<file path="src/rtl/tpu_seq_pkg.sv">
// Shared state type, MMIO map and address helper for the tpuv1 job sequencer.
// Optional operand-stream C load is selected by the TPU_SEQ_CLOAD_EN macro.
package tpu_seq_pkg;

  typedef enum logic [2:0] {
    S_IDLE,
    S_LOAD_A,
    S_LOAD_B,
    S_INIT_C,
    S_GO,
    S_WAIT,
    S_READ_C
  } seq_state_e;

  localparam logic [15:0] A_BASE     = 16'h0100;
  localparam logic [15:0] B_BASE     = 16'h0200;
  localparam logic [15:0] C_BASE     = 16'h0300;
  localparam logic [15:0] START_ADDR = 16'h0400;

  localparam int NUM_AB_WORDS = 8;
  localparam int NUM_C_WORDS  = 16;

  // Word k of a region lives at base + 8k.
  function automatic logic [15:0] calcAddr(input logic [15:0] base, input logic [3:0] idx);
    return base + {9'd0, idx, 3'b000};
  endfunction

endpackage

</file>
<file path="src/rtl/tpu_seq_out_reg.sv">
// One-entry valid/ready holding register for the result stream.
module tpu_seq_out_reg #(
  parameter int DATAW = 64
) (
  input  logic             clk,
  input  logic             rst_n,
  input  logic             i_load,
  input  logic [DATAW-1:0] i_data,
  input  logic             i_ready,
  output logic             o_valid,
  output logic [DATAW-1:0] o_data
);

  logic             r_valid;
  logic [DATAW-1:0] r_data;

  // A load only arrives when the slot is empty or draining this cycle.
  always_ff @(posedge clk or negedge rst_n) begin
    if (!rst_n) begin
      r_valid <= 1'b0;
      r_data  <= '0;
    end else if (i_load) begin
      r_valid <= 1'b1;
      r_data  <= i_data;
    end else if (r_valid && i_ready) begin
      r_valid <= 1'b0;
    end
  end

  assign o_valid = r_valid;
  assign o_data  = r_data;

endmodule

</file>
<file path="src/rtl/tpu_seq_ctrl.sv">
// Job sequencer driving the tpuv1 MMIO port: load A/B, init C, start, wait, read C.
// Define TPU_SEQ_CLOAD_EN to take the 16 C init halves from the operand stream.
module tpu_seq_ctrl #(
  parameter int DIM      = 8,
  parameter int ADDRW    = 16,
  parameter int DATAW    = 64,
  parameter int RD_LAT   = 2,
  parameter int WAIT_CYC = 3*DIM-1
) (
  input  logic             clk,
  input  logic             rst_n,
  input  logic             start,
  output logic             busy,
  output logic             done,
  input  logic             in_valid,
  output logic             in_ready,
  input  logic [DATAW-1:0] in_data,
  output logic             out_valid,
  input  logic             out_ready,
  output logic [DATAW-1:0] out_data,
  output logic             tpu_r_w,
  output logic [ADDRW-1:0] tpu_addr,
  output logic [DATAW-1:0] tpu_dataIn,
  input  logic [DATAW-1:0] tpu_dataOut
);
  import tpu_seq_pkg::*;

  localparam logic [3:0] AB_LAST = 4'(NUM_AB_WORDS-1);
  localparam logic [3:0] C_LAST  = 4'(NUM_C_WORDS-1);
  localparam logic [3:0] RD_LAST = 4'(RD_LAT);

  seq_state_e       r_state, w_nextState;
  logic [3:0]       r_idx, r_outCnt, r_rdCnt;
  logic [7:0]       r_waitCnt;
  logic             r_rdActive, r_done;
  logic             r_tpuRw;
  logic [ADDRW-1:0] r_tpuAddr;
  logic [DATAW-1:0] r_tpuDataIn;
  logic             w_inReady, w_inFire, w_abWrite, w_cWrite;
  logic             w_outValid, w_outFire, w_issue, w_capture;

  always_ff @(posedge clk or negedge rst_n) begin
    if (!rst_n) r_state <= S_IDLE;
    else        r_state <= w_nextState;
  end

  always_comb begin
    w_nextState = r_state;
    w_inReady   = 1'b0;
    w_cWrite    = 1'b0;
    w_issue     = 1'b0;
    w_capture   = 1'b0;
    case (r_state)
      S_IDLE: if (start) w_nextState = S_LOAD_A;
      S_LOAD_A, S_LOAD_B: begin
        w_inReady = 1'b1;
        if (in_valid && r_idx == AB_LAST)
          w_nextState = (r_state == S_LOAD_A) ? S_LOAD_B : S_INIT_C;
      end
      S_INIT_C: begin
`ifdef TPU_SEQ_CLOAD_EN
        w_inReady = 1'b1;
        w_cWrite  = in_valid;
`else
        w_cWrite  = 1'b1;
`endif
        if (w_cWrite && r_idx == C_LAST) w_nextState = S_GO;
      end
      S_GO:   w_nextState = S_WAIT;
      S_WAIT: if (r_waitCnt == 8'd0) w_nextState = S_READ_C;
      S_READ_C: begin
        // A new read may start as soon as the previous result leaves the output slot.
        w_capture = r_rdActive && (r_rdCnt == RD_LAST);
        w_issue   = !r_rdActive && (!w_outValid || w_outFire);
        if (w_outFire && r_outCnt == C_LAST) begin
          w_nextState = S_IDLE;
          w_issue     = 1'b0;
        end
      end
      default: w_nextState = S_IDLE;
    endcase
  end

  assign w_inFire  = in_valid && w_inReady;
  assign w_abWrite = w_inFire && (r_state == S_LOAD_A || r_state == S_LOAD_B);
  assign w_outFire = w_outValid && out_ready;

  always_ff @(posedge clk or negedge rst_n) begin
    if (!rst_n) begin
      r_tpuRw     <= 1'b0;
      r_tpuAddr   <= '0;
      r_tpuDataIn <= '0;
      r_rdActive  <= 1'b0;
      r_rdCnt     <= '0;
    end else begin
      r_tpuRw     <= 1'b0;
      r_tpuAddr   <= '0;
      r_tpuDataIn <= '0;
      if (w_abWrite) begin
        r_tpuRw     <= 1'b1;
        r_tpuAddr   <= calcAddr((r_state == S_LOAD_A) ? A_BASE : B_BASE, r_idx);
        r_tpuDataIn <= in_data;
      end
      if (w_cWrite) begin
        r_tpuRw   <= 1'b1;
        r_tpuAddr <= calcAddr(C_BASE, r_idx);
`ifdef TPU_SEQ_CLOAD_EN
        r_tpuDataIn <= in_data;
`endif
      end
      if (r_state == S_GO) begin
        r_tpuRw   <= 1'b1;
        r_tpuAddr <= START_ADDR;
      end
      if (w_issue) begin
        r_tpuAddr  <= calcAddr(C_BASE, r_idx);
        r_rdActive <= 1'b1;
        r_rdCnt    <= '0;
      end else if (w_capture) begin
        r_rdActive <= 1'b0;
      end else if (r_rdActive) begin
        r_tpuAddr <= r_tpuAddr;
        r_rdCnt   <= r_rdCnt + 4'd1;
      end
    end
  end

  always_ff @(posedge clk or negedge rst_n) begin
    if (!rst_n) begin
      r_idx     <= '0;
      r_outCnt  <= '0;
      r_waitCnt <= '0;
      r_done    <= 1'b0;
    end else begin
      if (w_nextState != r_state)                  r_idx <= '0;
      else if (w_abWrite || w_cWrite || w_capture) r_idx <= r_idx + 4'd1;

      if (r_state == S_IDLE) r_outCnt <= '0;
      else if (w_outFire)    r_outCnt <= r_outCnt + 4'd1;

      if (r_state == S_GO)                         r_waitCnt <= 8'(WAIT_CYC-1);
      else if (r_state == S_WAIT && r_waitCnt != 8'd0) r_waitCnt <= r_waitCnt - 8'd1;

      r_done <= (r_state == S_READ_C) && (w_nextState == S_IDLE);
    end
  end

  tpu_seq_out_reg #(.DATAW(DATAW)) u_outReg (
    .clk     (clk),
    .rst_n   (rst_n),
    .i_load  (w_capture),
    .i_data  (tpu_dataOut),
    .i_ready (out_ready),
    .o_valid (w_outValid),
    .o_data  (out_data)
  );

  assign busy       = (r_state != S_IDLE);
  assign done       = r_done;
  assign in_ready   = w_inReady;
  assign out_valid  = w_outValid;
  assign tpu_r_w    = r_tpuRw;
  assign tpu_addr   = r_tpuAddr;
  assign tpu_dataIn = r_tpuDataIn;

endmodule

</file>
<file path="config.mk">
export PLATFORM = sky130hd
export DESIGN_NAME = tpu_seq_ctrl
export DESIGN_NICKNAME = d
export VERILOG_FILES = /design/src/rtl/tpu_seq_pkg.sv /design/src/rtl/tpu_seq_out_reg.sv /design/src/rtl/tpu_seq_ctrl.sv
export SDC_FILE = /design/constraint.sdc
export NUM_CORES = 1
export LEC_CHECK = 0
export BUFFER_PORTS_ARGS = -buffer_cell sky130_fd_sc_hd__clkbuf_2
export CORE_MARGIN = 5
export CORE_UTILIZATION = 33
export CTS_CLUSTER_SIZE = 14
export DETAILED_ROUTE_END_ITERATION = 6
export PLACE_DENSITY = 0.68
export REMOVE_ABC_BUFFERS = 1
export SKIP_CTS_REPAIR_TIMING = 1
export SLEW_MARGIN = 10
export SYNTH_ARGS = -nofsm -noshare
export SYNTH_HDL_FRONTEND = slang
export SYNTH_SLANG_ARGS = --single-unit
</file>
<file path="constraint.sdc">
create_clock -name clk -period 4.03 [get_ports clk]
set_input_delay 0.806 -clock clk [delete_from_list [all_inputs] [get_ports clk]]
set_output_delay 0.806 -clock clk [all_outputs]
set_load 0.005 [all_outputs]
</file>
Word level (Yosys, flattened, before mapping)
Index checks and enable logic that the tools add are counted.
{"block": "word_totals", "inputBits": 133, "out_inout_bits": 149, "register_bits": 171}
{"block": "classes", "add_sub_neg": 6, "eq_ne": 13, "reduce_logical": 28, "muxes": 36}
{"op": "$mux 16", "n": 5}
{"op": "$mux 64", "n": 1}
{"op": "$mux 4", "n": 7}
{"op": "$pmux 3 s6", "n": 1}
{"op": "$mux 8", "n": 2}
{"op": "$mux 3", "n": 5}
{"op": "$mux 1", "n": 13}
{"op": "$add 4x1->4 const B", "n": 3}
{"op": "$reduce_bool 2->1", "n": 6}
{"op": "$add 10x7->11", "n": 1}
{"op": "$add 10x7->11 const A", "n": 1}
{"op": "$mux 11", "n": 1}
{"op": "$mux 10", "n": 1}
{"op": "$eq 3x3->1 const B", "n": 3}
{"op": "$logic_and 1x1->1", "n": 9}
{"op": "$eq 4x4->1 const B", "n": 2}
{"op": "$logic_not 8->1", "n": 1}
{"op": "$reduce_bool 8->1", "n": 1}
{"op": "$sub 8x1->8 const B", "n": 1}
{"op": "$eq 3x2->1 const B", "n": 2}
{"op": "$logic_not 3->1", "n": 2}
{"op": "$eq 4x2->1 const B", "n": 1}
{"op": "$eq 4x3->1 const B", "n": 1}
{"op": "$logic_or 1x1->1", "n": 4}
{"op": "8 further kinds", "n": 9}

Logic depth before layout (Yosys ltp)
Gate-level depths: netlist of run 1.
{"block": "depth", "ltp_word": 11, "depth_mapped": 8}

By module
A second synthesis of run 1 with hierarchy kept.
{"block": "unflattened", "cells_unflattened": 459, "hier_area_um2": 6429.9}
{"module": "tpu_seq_ctrl", "n_inst": 1, "cells_each": 321, "seq_area_each_um2": 2427.3, "area_per_inst_um2": 3814.9}
{"module": "tpu_seq_out_reg", "n_inst": 1, "cells_each": 138, "seq_area_each_um2": 1626.6, "area_per_inst_um2": 2615.0}

Worst setup path after synthesis of run 1
Ideal clock, no wire load.
{"block": "synth_timing", "path_kind": "input port to flip-flop", "from": "input in_valid", "to": "register r_idx[2]", "t_arrival_ps": 1869, "stages": 5, "setup_time_ps": 123, "path_slack_ps": 2038, "required_time_ps": 3907, "path_cell_list": "maj3_1 -> a32oi_1 -> and2b_1 -> xnor2_1 -> nor2_1"}
{"block": "synth_between", "elab_chain_len": 5}
{"item": "start: declaration", "line": "tpu_seq_ctrl.sv:15", "text": "input logic in_valid,"}
{"item": "$logic_and 1x1->1, on equally long branches", "line": "tpu_seq_ctrl.sv:57, tpu_seq_ctrl.sv:84"}
{"item": "$mux 3 / $logic_and 1x1->1 (equally long branches)", "line": "tpu_seq_ctrl.sv:57, tpu_seq_ctrl.sv:85"}
{"item": "$pmux 3 s6 / $logic_or 1x1->1 (equally long branches)", "line": "tpu_seq_ctrl.sv:53, tpu_seq_ctrl.sv:136"}
{"item": "$ne 3x3->1 / $logic_or 1x1->1 (equally long branches)", "line": "tpu_seq_ctrl.sv:135, tpu_seq_ctrl.sv:136"}
{"item": "$mux 4 / $reduce_bool 2->1 (equally long branches)"}
{"item": "end signal: assignment", "line": "tpu_seq_ctrl.sv:136", "text": "else if (w_abWrite || w_cWrite || w_capture) r_idx <= r_idx + 4'd1;"}
{"item": "end: declaration", "line": "tpu_seq_ctrl.sv:33", "text": "logic [3:0] r_idx, r_outCnt, r_rdCnt;"}
Parallel ways exist; a longest one is shown, timed or not.
A chain may end at the register's enable or synchronous reset.

Worst setup path after layout of run 1
{"block": "layout_timing", "from": "register r_state[0]", "to": "output in_ready"}
{"block": "layout_between", "elab_chain_len": 3}
{"item": "start: declaration", "line": "tpu_seq_ctrl.sv:32", "text": "seq_state_e r_state, w_nextState;"}
{"item": "start signal: assignment", "line": "tpu_seq_ctrl.sv:44", "text": "else r_state <= w_nextState;"}
{"item": "$eq 3x1->1 / $eq 3x2->1 (equally long branches)", "line": "tpu_seq_ctrl.sv:53", "text": "case (r_state)"}
{"item": "$reduce_or 2->1 *", "line": "tpu_seq_ctrl.sv:53"}
{"item": "$mux 1 *", "line": "tpu_seq_ctrl.sv:53"}
{"item": "end: declaration", "line": "tpu_seq_ctrl.sv:16", "text": "output logic in_ready,"}
Mark *: on every way between the ends. The rest lies on a longest branch, timed or not.

==> results of run 1 <==
[state kept, by name, summed over array words and instances, names as in the netlist]
| register | count |
|---|---|
| u_outReg.o_data | 64 |
| tpu_dataIn | 64 |
| r_waitCnt | 8 |
| r_state | 3 |
| r_rdCnt | 4 |
| r_outCnt | 4 |
| r_rdActive | 1 |
| tpu_r_w | 1 |
| u_outReg.o_valid | 1 |
| done | 1 |
| r_idx | 4 |
| tpu_addr | 7 |
[worst max-delay path by stage]
stage                                to  slack [ns]        from  cells past startpoint
detailed placement          tpu_addr[3]        1.42  r_state[0]                      4
CTS                            in_ready        1.18  r_state[0]                      4
floorplan            u_outReg.o_data[0]        0.71  r_rdCnt[0]                      5
global route                   in_ready        1.00  r_state[0]                      4
finish                         in_ready        1.19  r_state[0]                      4
global placement    u_outReg.o_data[44]        1.51  r_rdCnt[0]                      6
[final cells by class]
class                   instances  area [µm²]
well taps                     234         293
clock inverters                14         140
flip-flops and latches        162        4050
repair buffers                276        1420
multi-input cells             269        2010
fillers                      1739       10300
inverters                       9        33.8
clock buffers                  18         439
[cells by family (layout without fill, tap and decap cells)]
kind of cell	count (synthesis)	after routing	share of synthesized area (%)
AO/OA/AOI/OAI	34	34	3.66
buffers and inverters	45	317	3.78
XOR/XNOR	15	15	2.10
adder cells (fa/ha/maj)	6	6	1.16
flip-flops	162	162	64.8
AND/OR/NAND/NOR	140	140	12.7
multiplexers	65	65	11.7
other	1	9	0.0600
[cells in the final DEF (no fill, tap or decap), types with 10 or more instances in the layout]
cell type  netlist  routed
and3_1          64      64
clkbuf_16        0      17
clkbuf_2         1     271
dfrtp_1        162     162
mux2_2          64      64
nand2_1         19      19
nand3_1         11      10
nor2_1          24      23
o21ai_0         11      11
[power breakdown]
part | leakage [nW] | switching, mW | total (mW) | internal [mW]
Clock | 0.281 | 0.733 | 1.58 | 0.843
Sequential | 2.06 | 0.165 | 2.01 | 1.85
Combinational | 2.19 | 0.465 | 0.861 | 0.397
Total | 4.53 | 1.36 | 4.45 | 3.09
[synth_stat cells (6+ instances only)]
cell type | count | area share, %
nand2_1 | 19 | 1.1
clkbuf_1 | 17 | 1.0
nand3_1 | 11 | 0.88
o21ai_0 | 11 | 0.88
inv_1 | 9 | 0.54
buf_4 | 10 | 1.2
mux2_2 | 64 | 12
and3_1 | 64 | 6.4
xor2_1 | 9 | 1.3
nor2_1 | 24 | 1.4
xnor2_1 | 6 | 0.84
dfrtp_1 | 162 | 65
[layer usage]
layer / GRT usage (%) / vias up / part of all wire (%)
met5: 0 / - / 0.083
met2: 23.5 / 209 / 46
met1: 17.5 / 2167 / 41
li1: - / 2155 / -
met3: 6.47 / 20 / 10
met4: 4.89 / 2 / 2.0
[critical path: cells and delay by family (launching register included)]
family | cells | cell delay (ns)
flops | 1 | 0.66
buf+inv | 2 | 0.65
simple gates | 1 | 0.10
xor+xnor | 1 | 0.18
[metrics by stage]
stage / setup slack (ns) / hold slack (ns) / cell area, µm² / util, %
after floorplan: 0.711 / 0.473 / 6080 / -
after global placement: 1.51 / 0.484 / 7810 / 41.8
after detailed placement: 1.42 / 0.493 / 7810 / 41.8
after CTS: 1.18 / 0.509 / 8390 / 44.8
after global routing: 1.00 / 0.513 / 8390 / 44.8
final: 1.19 / 0.499 / 8390 / 44.8
==> impl_metrics.py, run 1 <==
metrics = {
    "place": {
        "port_buffers": 272,
        "dp_hpwl_mm": 11.3,
        "place_inst": 950,
        "routabilityCongestion": 0.807,
    },
    "outcome": {
        "outcome": "completed",
    },
    "logic_synthesis": {
        "synth_edf_count": 0,
        "synth-main-ff-cell": "dfrtp_1",
        "postSynthCellCount": 468,
        "synth_cell_type_count": 49,
        "ys_seq_area_share_pct": 64.8,
        "avgSynthCellArea_um2": 13.4,
        "synth-seq-cells": 162,
        "syn_area_mm2": 0.00625,
        "yosysWarnings": 0,
        "async_flop_share_pct": 100,
    },
    "final_layout": {
        "area_growth_pct": 34.1,
        "instances_no_fill": 982,
        "diodes": 0,
        "nets": 873,
        "drive_gt1_share_pct": 50.8,
    },
    "worst_setup_path": {
        "crit_fanout": 65,
        "start_kind": "register",
        "crit_path_max_incr_delay_ns": 0.66,
        "end_kind": "output pin",
        "r2r_start": "r_rdCnt[0]",
        "arrival_ns": 2.04,
        "reg2reg_to": "u_outReg.o_data[30]",
        "required_ns": 3.22,
        "critPathKind": "register to output pin",
        "rr_worst_depth": 6,
        "rrSetupSlack_ns": 1.44,
        "path_cells": "xnor2_1 -> nor2_4 -> buf_4 -> clkbuf_2",
        "cp_slowest_cell": "dfrtp_1",
    },
    "floorplan": {
        "core_area_mm2": 0.0187,
        "die_h_um": 148,
        "fp.dieW_um": 148,
        "num_rows": 50,
        "io_pins": 282,
        "initial_core_util_pct": 33.4,
        "die_area_mm2": 0.0218,
    },
    "worst_hold_path": {
        "min_path_type": "input port to asynchronous set/reset pin",
    },
    "global_routing": {
        "grt_pass1_vias": 4739,
        "antenna_found_initial": 1,
        "grt_use_total_pct": 14.6,
        "grt_max_degree": 110,
        "grt-ovfl-total": 0,
        "grt_pass1_wl_mm": 25.2,
    },
    "clocking": {
        "tritoncts": "done",
        "clock_sinks": 162,
        "clock_latency_ns": 0.42,
        "htreeDepth": 4,
        "clkTransAtPathRegs_ns": 0.07,
        "clockBufferDepth": 2,
        "cts_root_buf": "clkbuf_16",
        "cts_buffers": 17,
    },
    "sta": {
        "slew-limit-headroom_pct": 33.0,
        "finalCriticalPeriod_ns": 2.84,
        "hold_viol": 0,
        "rsz0062_at_grt": "no",
        "fin_setup_tns_ns": 0,
        "fin_crit_sh_pct": 70.6,
        "clock_skew_ns": 0.0156,
        "fmax_mhz": 352,
        "max_slew.worst_pin.slew_ns": 1.00,
        "drv_slew": 0,
        "setup-violations-final": 0,
    },
    "drt": {
        "wl_mm": 15.6,
        "ant_nets": 0,
        "drc_errors": 0,
        "vias_per_cell": 4.64,
        "drtPass1Iterations": 4,
        "vias": 4553,
        "drt_iter0_markers": 121,
        "wire_per_inst_um": 15.9,
    },
    "run": {
        "drv_cap": 0,
    },
    "pwr": {
        "ir_worst_vdd_uv": 274,
        "power.total_mw": 4.45,
        "cellPowerDensity_mw_per_mm2": 530,
        "p_leak_nw": 4.53,
    },
}
Note: power is estimated with default switching activity, not from simulation.
==> inputs of run 2 (changes only) <==
==> constraint.sdc (replaced) <==
create_clock -name clk -period 2.65 [get_ports clk]
set_input_delay 0.53 -clock clk [delete_from_list [all_inputs] [get_ports clk]]
set_output_delay 0.53 -clock clk [all_outputs]
set_load 0.005 [all_outputs]
==> impl_metrics.py, run 2 (synthesis results as in run 1) <==
metrics = {
    "pwr": {
        "p_clk_share_pct": 36.5,
        "power.total_mw": 6.92,
        "p_leak_nw": 4.56,
        "sw_frac_of_total_pct": 29.7,
        "comb_power_share_pct": 19.7,
        "power_frac_seq_pct": 43.8,
        "p_switching_mw": 2.05,
        "cellPowerDensity_mw_per_mm2": 819,
        "ir_worst_vdd_uv": 403,
        "intPower_mw": 4.87,
    },
    "global_routing": {
        "use_met2_pct": 22.9,
        "grt_use_total_pct": 14.2,
        "grt_max_degree": 73,
        "grt_pass1_wl_mm": 24.7,
        "grt_busiest_layer": "met2",
        "grt_pass1_vias": 4703,
        "grt-ovfl-total": 0,
        "met3_usage_pct": 7.11,
        "antenna_found_initial": 1,
        "use_met1_pct": 16.7,
    },
    "clocking": {
        "tritoncts": "done",
        "clock_latency_ns": 0.42,
        "cts_buffers": 17,
        "cts_root_buf": "clkbuf_16",
        "clockBufferDepth": 2,
        "clock_sinks": 162,
        "clkTransAtPathRegs_ns": 0.07,
        "htreeDepth": 4,
    },
    "final_layout": {
        "instances_no_fill": 986,
        "area_growth_pct": 35.1,
        "layout_commonest_cell": "clkbuf_2",
        "multi_input_area_mm2": 0.00201,
        "n_fill_cell": 1755,
        "final-seq-area_mm2": 0.00405,
        "layout_common_cells": "clkbuf_2 (271), dfrtp_1 (162), and3_1 (64), mux2_2 (64), nor2_1 (23)",
        "drive_gt1_share_pct": 51.1,
        "diodes": 0,
        "finish.utilization_pct": 45.2,
        "nets": 877,
    },
    "worst_setup_path": {
        "arrival_ns": 1.86,
        "required_ns": 2.12,
        "critPathKind": "register to output pin",
        "end_kind": "output pin",
        "crit_fanout": 26,
        "start_kind": "register",
    },
    "drt": {
        "drtPass1Iterations": 4,
        "vias_per_cell": 4.60,
        "wl_mm": 15.5,
        "wire_per_inst_um": 15.7,
        "drc_errors": 0,
        "vias": 4538,
        "ant_nets": 0,
        "drt_iter0_markers": 145,
    },
    "place": {
        "dp_hpwl_mm": 11.6,
        "port_buffers": 272,
        "routabilityCongestion": 0.770,
        "pre_cts_ws_ns": 0.428,
        "place_inst": 954,
    },
    "floorplan": {
        "fp.dieW_um": 148,
        "num_rows": 50,
        "die_h_um": 148,
        "core_area_mm2": 0.0187,
        "io_pins": 282,
        "die_area_mm2": 0.0218,
        "initial_core_util_pct": 33.4,
    },
    "sta": {
        "hold_viol": 0,
        "worst_slack_ns": 0.261,
        "fin_setup_tns_ns": 0,
        "max_slew.worst_pin.slew_ns": 0.845,
        "rsz0062_at_grt": "no",
        "clock_skew_ns": 0.0130,
        "fmax_mhz": 419,
        "slew-limit-headroom_pct": 43.7,
        "finalCriticalPeriod_ns": 2.39,
        "fin_crit_sh_pct": 90.1,
        "drv_slew": 0,
        "setup-violations-final": 0,
    },
    "worst_hold_path": {
        "min_path_type": "input port to asynchronous set/reset pin",
    },
    "outcome": {
        "outcome": "completed",
    },
    "run": {
        "drv_cap": 0,
    },
}
-- run 2: layout make-up --
| type | instances | area share, % |
|---|---|---|
| clock inverters | 15 | 2.21 |
| clock buffers | 17 | 5.03 |
| well taps | 234 | 3.46 |
| repair buffers | 280 | 17.2 |
| multi-input cells | 269 | 23.7 |
| inverters | 9 | 0.400 |
| flip-flops and latches | 162 | 48.0 |
-- run 2: path summary, 6_finish.rpt --
path                                 start                   to  slack [ns]  cells past startpoint
max                             r_state[0]             in_ready        0.26                      3
min                                  rst_n   u_outReg.o_data[2]        0.04                      1
max reg2reg                     r_state[0]  u_outReg.o_data[39]        0.41                      4
min reg2reg                   tpu_addr[10]         tpu_addr[10]        0.48                      2
max in group asynchronous            rst_n       tpu_dataIn[36]        1.86                      2
min in group clk           tpu_dataOut[61]  u_outReg.o_data[61]        0.34                      2
-- run 2: power by group through the flow --
| stage | logic, mW | clock network, mW | registers (mW) |
|---|---|---|---|
| finish | 1.37 | 2.53 | 3.03 |
| CTS | 1.40 | 2.61 | 3.03 |
| global route | 1.54 | 2.71 | 3.07 |
| detailed placement | 1.39 | 0 | 3.08 |
| global placement | 1.38 | 0 | 3.06 |
| floorplan | 0.651 | 0 | 3.08 |
-- run 2: metrics by stage --
stage          hold WS [ns]  instance area (µm²)
5_1_grt              0.0602                 8450
6_report             0.0379                 8450
3_5_place_dp          0.473                 7840
2_1_floorplan         0.234                 6080
4_1_cts              0.0326                 8450
3_3_place_gp          0.468                 7840
-- run 2: critical path, stage by stage (launching register included) --
cell and delay (ns):
dfrtp_1 0.65, xnor2_1 0.18, nor2_4 0.41, clkbuf_2 0.20
-- run 2: layer usage --
layer / up-vias / wire length, µm / part of all wire [%]
li1: 2151 / - / -
met1: 2158 / 6130 / 40
met2: 210 / 7370 / 48
met3: 17 / 1760 / 11
met4: 2 / 216 / 1.4
met5: - / 13 / 0.084
==> inputs of run 3 (changes only) <==
--- a/config.mk
+++ b/config.mk
@@ -6,11 +6,13 @@
 export NUM_CORES = 1
 export LEC_CHECK = 0
 export BUFFER_PORTS_ARGS = -buffer_cell sky130_fd_sc_hd__clkbuf_2
+export CELL_PAD_IN_SITES_DETAIL_PLACEMENT = 0
+export CELL_PAD_IN_SITES_GLOBAL_PLACEMENT = 1
 export CORE_MARGIN = 5
 export CORE_UTILIZATION = 33
 export CTS_CLUSTER_SIZE = 14
 export DETAILED_ROUTE_END_ITERATION = 6
-export PLACE_DENSITY = 0.68
+export PLACE_DENSITY = 0.82
 export REMOVE_ABC_BUFFERS = 1
 export SKIP_CTS_REPAIR_TIMING = 1
 export SLEW_MARGIN = 10
==> impl_metrics.py, run 3 (synthesis results as in run 1) <==
metrics = {
    "place": {
        "port_buffers": 272,
        "dp_hpwl_mm": 11.3,
        "routabilityCongestion": 0.764,
        "place_area_mm2": 0.00783,
        "place_inst": 954,
    },
    "final_layout": {
        "finish.utilization_pct": 45.0,
        "nets": 877,
        "layout_commonest_cell": "clkbuf_2",
        "drive_gt1_share_pct": 51.1,
        "diodes": 0,
        "layout_common_cells": "clkbuf_2 (271), dfrtp_1 (162), and3_1 (64), mux2_2 (64), nor2_1 (23)",
        "final_cell_area_mm2": 0.00841,
        "area_growth_pct": 34.5,
        "instances_no_fill": 986,
    },
    "sta": {
        "setup-violations-final": 0,
        "fin_crit_sh_pct": 83.8,
        "clock_skew_ns": 0.0114,
        "finalCriticalPeriod_ns": 2.22,
        "hold_viol": 0,
        "drv_slew": 0,
        "max_slew.worst_pin.slew_ns": 0.842,
        "slew-limit-headroom_pct": 43.9,
        "fmax_mhz": 450,
        "rsz0062_at_grt": "no",
    },
    "clocking": {
        "clock_sinks": 162,
        "tritoncts": "done",
        "clockBufferDepth": 2,
        "cts_root_buf": "clkbuf_16",
        "clock_latency_ns": 0.42,
        "htreeDepth": 4,
        "cts_buffers": 17,
        "clkTransAtPathRegs_ns": 0.07,
    },
    "floorplan": {
        "core_area_mm2": 0.0187,
        "initial_core_util_pct": 33.4,
        "fp.dieW_um": 148,
        "die_h_um": 148,
        "die_area_mm2": 0.0218,
        "num_rows": 50,
        "io_pins": 282,
    },
    "pwr": {
        "p_clk_share_pct": 35.5,
        "p_switching_mw": 2.01,
        "cellPowerDensity_mw_per_mm2": 807,
        "comb_power_share_pct": 19.6,
        "p_leak_nw": 4.54,
        "power_frac_seq_pct": 45.0,
        "intPower_mw": 4.77,
        "sw_frac_of_total_pct": 29.7,
        "ir_worst_vdd_uv": 478,
    },
    "global_routing": {
        "antenna_found_initial": 0,
        "use_met1_pct": 18.3,
        "grt_pass1_wl_mm": 25.0,
        "grt_use_total_pct": 14.3,
        "grt_max_degree": 72,
        "grt-ovfl-total": 0,
        "use_met2_pct": 22.0,
        "met3_usage_pct": 6.38,
        "grt_pass1_vias": 4778,
        "grt_busiest_layer": "met2",
    },
    "worst_setup_path": {
        "required_ns": 2.95,
        "r2r_start": "r_state[0]",
        "end_kind": "register",
        "startpoint": "r_state[0]",
        "start_kind": "register",
        "crit_fanout": 65,
        "arrival_ns": 2.52,
        "critPathKind": "register to register",
    },
    "worst_hold_path": {
        "min_path_type": "input port to asynchronous set/reset pin",
    },
    "drt": {
        "vias": 4566,
        "wire_per_inst_um": 15.5,
        "drtPass1Iterations": 4,
        "ant_nets": 0,
        "wl_mm": 15.3,
        "drt_iter0_markers": 134,
        "vias_per_cell": 4.63,
        "drc_errors": 0,
    },
    "outcome": {
        "outcome": "completed",
    },
    "run": {
        "drv_cap": 0,
    },
}
## run 3: area by class of cell
| type | count | area, µm² |
|---|---|---|
| clock buffers | 18 | 439 |
| clock inverters | 14 | 145 |
| fillers | 1736 | 10300 |
| inverters | 9 | 33.8 |
| multi-input cells | 269 | 2010 |
| flip-flops and latches | 162 | 4050 |
| well taps | 234 | 293 |
| repair buffers | 280 | 1440 |
## run 3: routing by layer
metal,wire length (µm),up-vias,part of all wire [%]
li1,-,2148,-
met1,6690,2205,44
met4,202,0,1.3
met2,6880,198,45
met3,1540,15,10
met5,0,-,0
## run 3: worst paths after layout
path                                        to  cells past startpoint  slack, ns
max                        u_outReg.o_data[42]                      4       0.43
min                        u_outReg.o_data[55]                      1       0.01
max reg2reg                u_outReg.o_data[42]                      4       0.43
min reg2reg                       tpu_addr[10]                      2       0.48
max in group asynchronous   u_outReg.o_data[7]                      2       1.92
min in group clk           u_outReg.o_data[31]                      2       0.34
## run 3: through the flow
step / worst slack (ns) / total power [mW] / hold WS (ns) / setup TNS (ns)
2_1_floorplan: -0.669 / 3.73 / 0.234 / -43.11
3_3_place_gp: 0.459 / 4.41 / 0.456 / 0
3_5_place_dp: 0.422 / 4.44 / 0.464 / 0
4_1_cts: 0.436 / 6.89 / 0.0116 / 0
5_1_grt: 0.262 / 7.21 / 0.0112 / 0
6_report: 0.430 / 6.79 / 0.0114 / 0
## run 3: power groups by stage
stage / Sequential, mW / Combinational, mW / Clock, mW
floorplan: 3.08 / 0.651 / 0
CTS: 3.05 / 1.35 / 2.49
finish: 3.05 / 1.33 / 2.41
global placement: 3.08 / 1.33 / 0
global route: 3.10 / 1.48 / 2.62
detailed placement: 3.10 / 1.35 / 0
## run 3: critical path: stages (launching register included)
cell and delay, ns:
dfrtp_1 0.64, and3b_1 0.28, nand3_2 0.08, buf_4 0.60
mux2_2 0.41
